`src/rtl/usb_fs_rx_decoder.sv`:
```
// Full-speed USB receive front end: input sync, 4x DPLL, NRZI decode, unstuffing, UTMI rx side.
// Define USB_RX_GLITCH_FILTER_EN to add a 2-sample glitch filter after the synchronizers.
module usb_fs_rx_decoder #(
   parameter int unsigned SYNC_STAGES  = 2,
   parameter int unsigned BABBLE_BYTES = 1030
) (
   input  logic       clk_i,
   input  logic       n_rst_i,
   input  logic       rx_en_i,
   input  logic       usb_rx_rcv_i,
   input  logic       usb_rx_dp_i,
   input  logic       usb_rx_dn_i,
   output logic [7:0] utmi_data_in_o,
   output logic       utmi_rxvalid_o,
   output logic       utmi_rxactive_o,
   output logic       utmi_rxerror_o,
   output logic [1:0] utmi_linestate_o
);

   localparam int unsigned BCW = $clog2(BABBLE_BYTES + 1);

   localparam logic [2:0] ST_IDLE   = 3'd0;
   localparam logic [2:0] ST_SYNC   = 3'd1;
   localparam logic [2:0] ST_ACTIVE = 3'd2;
   localparam logic [2:0] ST_EOP    = 3'd3;
   localparam logic [2:0] ST_ERROR  = 3'd4;

   logic [SYNC_STAGES-1:0] rcv_sync_q, dp_sync_q, dn_sync_q;
   logic [2:0]             raw_s, filt;
   logic                   rcv_l, dp_l, dn_l, se0;

   always_ff @(posedge clk_i or negedge n_rst_i) begin
      if (!n_rst_i) begin
         rcv_sync_q <= '1;
         dp_sync_q  <= '0;
         dn_sync_q  <= '0;
      end else begin
         rcv_sync_q <= {rcv_sync_q[SYNC_STAGES-2:0], usb_rx_rcv_i};
         dp_sync_q  <= {dp_sync_q[SYNC_STAGES-2:0], usb_rx_dp_i};
         dn_sync_q  <= {dn_sync_q[SYNC_STAGES-2:0], usb_rx_dn_i};
      end
   end

   assign raw_s = {rcv_sync_q[SYNC_STAGES-1], dp_sync_q[SYNC_STAGES-1], dn_sync_q[SYNC_STAGES-1]};

`ifdef USB_RX_GLITCH_FILTER_EN
   logic [2:0] prev_q, filt_q;

   // A bit follows the input only once two consecutive samples agree; otherwise it holds.
   assign filt = ((raw_s ^ prev_q) & filt_q) | (~(raw_s ^ prev_q) & raw_s);

   always_ff @(posedge clk_i or negedge n_rst_i) begin
      if (!n_rst_i) begin
         prev_q <= 3'b100;
         filt_q <= 3'b100;
      end else begin
         prev_q <= raw_s;
         filt_q <= filt;
      end
   end
`else
   assign filt = raw_s;
`endif

   assign rcv_l = filt[2];
   assign dp_l  = filt[1];
   assign dn_l  = filt[0];
   assign se0   = ~dp_l & ~dn_l;
   assign utmi_linestate_o = {dn_l, dp_l};

   logic [2:0]     state_q, state_d;
   logic [1:0]     phase_q, phase_d;
   logic           rcv_prev_q;
   logic           prev_lvl_q, prev_lvl_d;
   logic [2:0]     ones_q, ones_d;
   logic [2:0]     bit_cnt_q, bit_cnt_d;
   logic [6:0]     shift_q, shift_d;
   logic [BCW-1:0] byte_cnt_q, byte_cnt_d;
   logic [7:0]     data_q, data_d;
   logic           rxvalid_q, rxvalid_d;
   logic           rxerror_q, rxerror_d;
   logic           rxactive_q, rxactive_d;
   logic           flag_q, flag_d;
   logic           sample, nrzi_bit;

   assign sample   = (phase_q == 2'd1);
   assign nrzi_bit = (rcv_l == prev_lvl_q);

   always_ff @(posedge clk_i or negedge n_rst_i) begin
      if (!n_rst_i) begin
         state_q    <= ST_IDLE;
         phase_q    <= '0;
         rcv_prev_q <= 1'b1;
         prev_lvl_q <= 1'b1;
         ones_q     <= '0;
         bit_cnt_q  <= '0;
         shift_q    <= '0;
         byte_cnt_q <= '0;
         data_q     <= '0;
         rxvalid_q  <= 1'b0;
         rxerror_q  <= 1'b0;
         rxactive_q <= 1'b0;
         flag_q     <= 1'b0;
      end else begin
         state_q    <= state_d;
         phase_q    <= phase_d;
         rcv_prev_q <= rcv_l;
         prev_lvl_q <= prev_lvl_d;
         ones_q     <= ones_d;
         bit_cnt_q  <= bit_cnt_d;
         shift_q    <= shift_d;
         byte_cnt_q <= byte_cnt_d;
         data_q     <= data_d;
         rxvalid_q  <= rxvalid_d;
         rxerror_q  <= rxerror_d;
         rxactive_q <= rxactive_d;
         flag_q     <= flag_d;
      end
   end

   always_comb begin
      state_d    = state_q;
      phase_d    = (rcv_l != rcv_prev_q) ? 2'd0 : phase_q + 2'd1;
      prev_lvl_d = (sample && !se0) ? rcv_l : prev_lvl_q;
      ones_d     = ones_q;
      bit_cnt_d  = bit_cnt_q;
      shift_d    = shift_q;
      byte_cnt_d = byte_cnt_q;
      data_d     = data_q;
      rxvalid_d  = 1'b0;
      rxerror_d  = 1'b0;
      rxactive_d = rxactive_q;
      flag_d     = flag_q;

      case (state_q)
         ST_IDLE: begin
            if (sample && !se0 && !rcv_l) state_d = ST_SYNC;
         end
         ST_SYNC: begin
            if (sample) begin
               if (se0) begin
                  state_d = ST_IDLE;
               end else if (nrzi_bit && !rcv_l) begin
                  state_d    = ST_ACTIVE;
                  rxactive_d = 1'b1;
                  ones_d     = '0;
                  bit_cnt_d  = '0;
                  byte_cnt_d = '0;
               end else if (nrzi_bit) begin
                  state_d = ST_IDLE;
               end
            end
         end
         ST_ACTIVE: begin
            if (sample) begin
               if (se0) begin
                  state_d = ST_EOP;
                  flag_d  = (bit_cnt_q != 3'd0);
               end else if (ones_q == 3'd6) begin
                  // Stuffed position: a 0 is dropped, a 1 is a stuff error.
                  ones_d = '0;
                  if (nrzi_bit) begin
                     state_d   = ST_ERROR;
                     rxerror_d = 1'b1;
                     flag_d    = 1'b0;
                  end
               end else begin
                  shift_d   = {nrzi_bit, shift_q[6:1]};
                  ones_d    = nrzi_bit ? ones_q + 3'd1 : 3'd0;
                  bit_cnt_d = bit_cnt_q + 3'd1;
                  if (bit_cnt_q == 3'd7) begin
                     if (byte_cnt_q == BCW'(BABBLE_BYTES)) begin
                        state_d   = ST_ERROR;
                        rxerror_d = 1'b1;
                        flag_d    = 1'b0;
                     end else begin
                        data_d     = {nrzi_bit, shift_q};
                        rxvalid_d  = 1'b1;
                        byte_cnt_d = byte_cnt_q + BCW'(1);
                     end
                  end
               end
            end
         end
         ST_EOP: begin
            if (sample && !se0 && rcv_l) begin
               state_d    = ST_IDLE;
               rxactive_d = 1'b0;
               rxerror_d  = flag_q;
               flag_d     = 1'b0;
            end
         end
         ST_ERROR: begin
            if (sample) begin
               if (se0) begin
                  flag_d = 1'b1;
               end else if (flag_q && rcv_l) begin
                  state_d    = ST_IDLE;
                  rxactive_d = 1'b0;
                  flag_d     = 1'b0;
               end
            end
         end
         default: state_d = ST_IDLE;
      endcase

      if (!rx_en_i) begin
         state_d    = ST_IDLE;
         phase_d    = '0;
         prev_lvl_d = 1'b1;
         ones_d     = '0;
         bit_cnt_d  = '0;
         byte_cnt_d = '0;
         rxvalid_d  = 1'b0;
         rxerror_d  = 1'b0;
         rxactive_d = 1'b0;
         flag_d     = 1'b0;
      end
   end

   assign utmi_data_in_o  = data_q;
   assign utmi_rxvalid_o  = rxvalid_q;
   assign utmi_rxerror_o  = rxerror_q;
   assign utmi_rxactive_o = rxactive_q;

endmodule
```
`config.mk`:
```
export PLATFORM = sky130hd
export DESIGN_NAME = usb_fs_rx_decoder
export DESIGN_NICKNAME = d
export VERILOG_FILES = /design/src/rtl/usb_fs_rx_decoder.sv
export SDC_FILE = /design/constraint.sdc
export NUM_CORES = 1
export LEC_CHECK = 0
export ABC_AREA = 1
export CAP_MARGIN = 0
export CORE_MARGIN = 2
export CORE_UTILIZATION = 35
export DETAILED_ROUTE_END_ITERATION = 7
export GPL_TIMING_DRIVEN = 0
export HOLD_SLACK_MARGIN = 0.1
export SLEW_MARGIN = 20
export SYNTH_ARGS = -nofsm -noshare
export SYNTH_HDL_FRONTEND = slang
export SYNTH_SLANG_ARGS = --single-unit
```
`constraint.sdc`:
```
create_clock -name clk_i -period 1.91 [get_ports clk_i]
set_clock_uncertainty 0.15 [all_clocks]
set_input_delay 0.382 -clock clk_i [delete_from_list [all_inputs] [get_ports clk_i]]
set_output_delay 0.382 -clock clk_i [all_outputs]
set_load 0.01 [all_outputs]
```
* After elaboration in Yosys (flattened, before gate mapping)
Index checks and enable logic that the tools add are counted.
** Storage, ports and cells
- Register bits after elaboration :: 49
- Bits of input ports :: 6
- Output and inout bits :: 13
- Logic and storage cells :: 155
** Operators by class
- $add $sub $neg :: 4
- Eq/ne operators :: 32
- Muxes and demuxes :: 80
- Bitwise logic cells :: 6
- Reduce and logical (&&, ||, !) cells :: 17
** Operator list (number)
- two-way mux 11 bit :: 9
- two-way mux 3 bit :: 28
- != test 3 bit (second input constant) :: 13
- two-way mux 1 bit :: 34
- one-hot mux 11 bit (2 select lines) :: 1
- != test 5 bit (second input constant) :: 4
- AND reduction 8 bit :: 2
- one-hot mux 3 bit (5 select lines) :: 1
- one-hot mux 3 bit (2 select lines) :: 2
- AND reduction 6 bit :: 2
- adder 11 x 1 -> 11 bit (second input constant) :: 1
- equality test 11 bit (second input constant) :: 1
- AND reduction 11 bit :: 1
- equality test 3 bit (second input constant) :: 3
- AND reduction 9 bit :: 1
- != test 4 x 1 -> 1 bit (second input constant) :: 2
- AND reduction 7 bit :: 1
- adder 3 x 1 -> 3 bit (second input constant) :: 2
- equality test 3 x 2 -> 1 bit (second input constant) :: 2
- one-hot mux 1 bit (3 select lines) :: 2
- logical AND 1 bit :: 5
- NOT 1 bit :: 5
- two-way mux 2 bit :: 2
- != test 4 bit (second input constant) :: 1
- other kinds (13) :: 14

* Depth between registers and ports, before layout
- Word-level depth :: 8
- Gate-level depth with buffers :: 12
- Mapped depth without buffers :: 12

* Least setup slack after synthesis
OpenSTA, ideal clock, no wires.
- Path kind :: register to register
- Start point :: reg rcv_sync_q[1]
- End point :: reg state_q[1]
- Library setup time :: 0.117 ns
- Data arrival time :: 1.559 ns
- Data required time :: 1.643 ns
- Slack :: 0.084 ns
- Stages on the path, launching flop included :: 11
- Buffers on the path :: 0
- Period minus slack after synthesis :: 1.826 ns
- Cells stage by stage :: dfstp_2 inv_1 ha_1 nand2_1 nand2_1 nand3_1 nand2_1 nor2_1 nand2_1 nand2_1 nand2_1
** On the way
- Cells in the longest elaborated chain, start to end :: 7
- Elaborated cells between the ends (all ways) :: 17
- Those cells by class :: eq/ne: 6; mux: 5; reduce/logical: 6
** Ends and longest elaborated chain
- start: declaration :: line 28 : logic [SYNC_STAGES-1:0] rcv_sync_q, dp_sync_q, dn_sync_q;
- start signal: assignment :: line 38 : rcv_sync_q <= {rcv_sync_q[SYNC_STAGES-2:0], usb_rx_rcv_i};
- equality test 1 bit / zero test 1 bit (equally long branches) :: line 87, 137, 143
- logical AND 1 bit :: line 143 : end else if (nrzi_bit && !rcv_l) begin
- two-way mux 3 bit :: line 143
- two-way mux 3 bit :: line 141 : if (se0) begin
- two-way mux 3 bit :: line 140 : if (sample) begin
- one-hot mux 3 bit (5 select lines) :: line 135 : case (state_q)
- two-way mux 3 bit :: line 207 : if (!rx_en_i) begin
- end signal: assignment :: line 105 : state_q <= state_d;
- end: declaration :: line 71 : logic [2:0] state_q, state_d;
Parallel ways exist; a longest one is shown, timed or not. The select of a mux whose other input is x is not followed.
A chain may end at the register's enable or synchronous reset.

* Worst setup path in the final report
- Start point :: reg dp_sync_q[1]
- End point :: out utmi_linestate_o[0]
** RTL lines
- start: declaration :: line 28
- start signal: assignment :: line 39 : dp_sync_q <= {dp_sync_q[SYNC_STAGES-2:0], usb_rx_dp_i};
- end: declaration :: line 17 : output logic [1:0] utmi_linestate_o
No word-level cell between the ends.

==> impl_metrics.ini <==
[run_status]
outcome = complete, no violations

[power]
peakVddDrop_mv = 0.311
p_leak_nw = 1.47
p_per_area_nw_per_um2 = 704

[die]
core_area_um2 = 7330
dieArea_um2 = 8350
pin_count = 19
rows = 31
die_w_um = 91.4
die_h_um = 91.4
initial_core_util = 0.365

[synth]
yosysSeqAreaShare = 0.461
synth_warnings = 0
synth_area_leader_cell = dfrtp_1
ys_types = 33
synthesis.area_um2 = 2670
yosysTopAreaCellShare = 0.421
synth.area.top_cells = dfrtp_1 42%, nand2_1 14%, nor2_1 5.6%
synth_area_per_cell_um2 = 7.77
synthCells = 344
ys_ff_latch = 49
syn-num-nets = 359

[drt]
vias_per_cell = 4.72
wl_um = 5680
drc = 0
drt_iter0_drc = 144
via_count = 2246
detail-route-antenna-nets = 0
wl_per_cell_um = 11.9
firstDrtPassIters = 4

[clock_tree]
cts_buffers = 5
clk_pin_slew_ps = 90
cts-root-buf = clkbuf_8
clock-sinks = 49
htreeDepth = 2
clk_path_buf_depth = 2
cts_tree = done
clock_latency_ps = 300

[cells_and_area]
diodes = 0
area_growth_pct = 19.4
fin_util = 0.435
design_area_um2 = 3190
layout-drive-gt1-share = 0.154
nets = 391

[critical_path]
end_kind = primary output
worst-path-max-fanout = 3
path_class = reg2out
cp-start-kind = flop
arrival_ps = 1310
required_ps = 1380

[global_route]
first_global_vias = 2189
grt_overflow = 0
grt_max_degree = 50
grt_usage = 0.145
antenna_found_initial = 0
grt_pass1_wl_um = 9950

[sta]
max_freq_mhz = 543
fin_crit_sh = 0.964
rsz0062_at_grt = true
tightest_slew_ps = 621
drv_slew = 0
finalHoldViolations = 0
final-setup-viol-count = 0
min_period_ps = 1840
relSlewSlack = 0.586

[place]
gp_congestion = 0.846
place_area_um2 = 2960
portBuffers = 17
hpwl_um = 4010

[job]
maxCapViolations = 0

[worst_hold_path]
hp-class = reg2reg
-- state kept, by name, summed over array words and instances (netlist names), 2 cells and up --
register        cells
shift_q             7
phase_q             2
bit_cnt_q           3
ones_q              3
dn_sync_q           2
utmi_data_in_o      8
byte_cnt_q         11
dp_sync_q           2
rcv_sync_q          2
state_q             3
-- area by class of cell --
class                   count  area [µm²]
well taps                  99         124
inverters                  43         164
multi-input cells         242        1270
clock inverters             2        15.0
repair buffers             25         230
fillers                   758        4140
clock buffers               6        72.6
flip-flops and latches     49        1230
plain buffers              10        76.3
-- timing repair --
action / 4_1_cts / 5_1_grt
hold endpoints to repair: 45 / 0
pin swaps: 1 / 4
hold buffers: 1 / 0
buffers inserted: 0 / 7
setup endpoints to repair: 3 / 30
gates resized for setup: 5 / 19
-- per-layer routing --
metal	share of wire	vias up	GRT usage
met5	0	-	0
met3	0.047	9	0.0257
met2	0.46	48	0.237
li1	-	1162	-
met4	0.020	0	0.0543
met1	0.47	1027	0.190
-- logic make-up after synthesis --
| kind of cell | after synthesis | synth area share |
|---|---|---|
| xor gates and xnor gates | 2 | 0.00656 |
| buffers and inverters | 53 | 0.0880 |
| adders and majority gates | 9 | 0.0421 |
| DFF | 49 | 0.461 |
| AOI/OAI and AO/OA | 43 | 0.0866 |
| and+or+nand+nor | 188 | 0.316 |
-- metrics by stage --
step	worst slack, ps	power (mW)	cells	hold slack [ps]	setup TNS (ps)
floorplan	84.4	1.44	344	-63.6	0
global placement	-1230	1.57	460	187	-58140
detailed placement	-139	1.58	460	193	-404
CTS	20.6	2.22	469	214	0
global route	-39.0	2.38	476	215	-64.5
finish	69.3	2.25	476	210	0
-- worst max-delay path, cell delays in order (launching register included) --
cell,delay [ps]
dfrtp_1,370
buf_4,110
clkdlybuf4s50_1,530
-- placed cells by master, fill, tap and decap left out, types with 2 or more instances in the layout --
master	instances
buf_6	3
nor3b_1	2
nor2_4	2
nand4_1	11
dfstp_2	4
o21bai_1	3
inv_2	4
nor2_1	32
o21ai_0	15
dfrtp_2	2
clkbuf_8	5
clkdlybuf4s50_1	16
nand2_2	4
ha_1	8
nor2_2	8
clkinvlp_4	2
dfrtp_1	43
nand2_1	95
nand3_4	2
inv_1	37
nand3b_1	2
xor2_1	2
clkbuf_1	3
a21oi_1	3
buf_4	11
nand3_2	2
o21ai_1	18
nand3_1	20
nor3_1	3
-- synthesized netlist by cell type, drive strengths merged --
master / count
o21bai: 4
inv: 42
nor3: 4
or2: 1
o31ai: 1
nand2: 100
ha: 9
o21ai: 33
a21oi: 3
xor2: 2
nor3b: 2
dfstp: 4
nor2: 43
clkinv: 1
nand3: 24
nand3b: 2
dfrtp: 45
buf: 8
a31oi: 1
clkbuf: 2
o211ai: 1
and2: 1
nand4: 11
-- power by group --
group / switching, mW / internal (mW) / total (mW)
Clock: 0.369 / 0.259 / 0.628
Combinational: 0.335 / 0.191 / 0.527
Sequential: 0.0160 / 1.07 / 1.09
Total: 0.720 / 1.53 / 2.25
-- final timing paths --
check	slack, ps	endpoint	depth (start not counted)	from
setup / recovery	70	utmi_linestate_o[0]	2	dp_sync_q[1]$_DFF_PN0_
hold / removal	210	dp_sync_q[1]$_DFF_PN0_	0	dp_sync_q[0]$_DFF_PN0_
setup reg to reg	100	state_q[2]$_DFFE_PN0P_	11	phase_q[1]$_DFF_PN0_
hold reg to reg	210	dp_sync_q[1]$_DFF_PN0_	0	dp_sync_q[0]$_DFF_PN0_
max in group asynchronous	670	byte_cnt_q[0]$_DFFE_PN0P_	2	n_rst_i
min in group asynchronous	480	utmi_rxactive_o$_DFFE_PN0P_	2	n_rst_i
(Power assumes the default switching activity.)
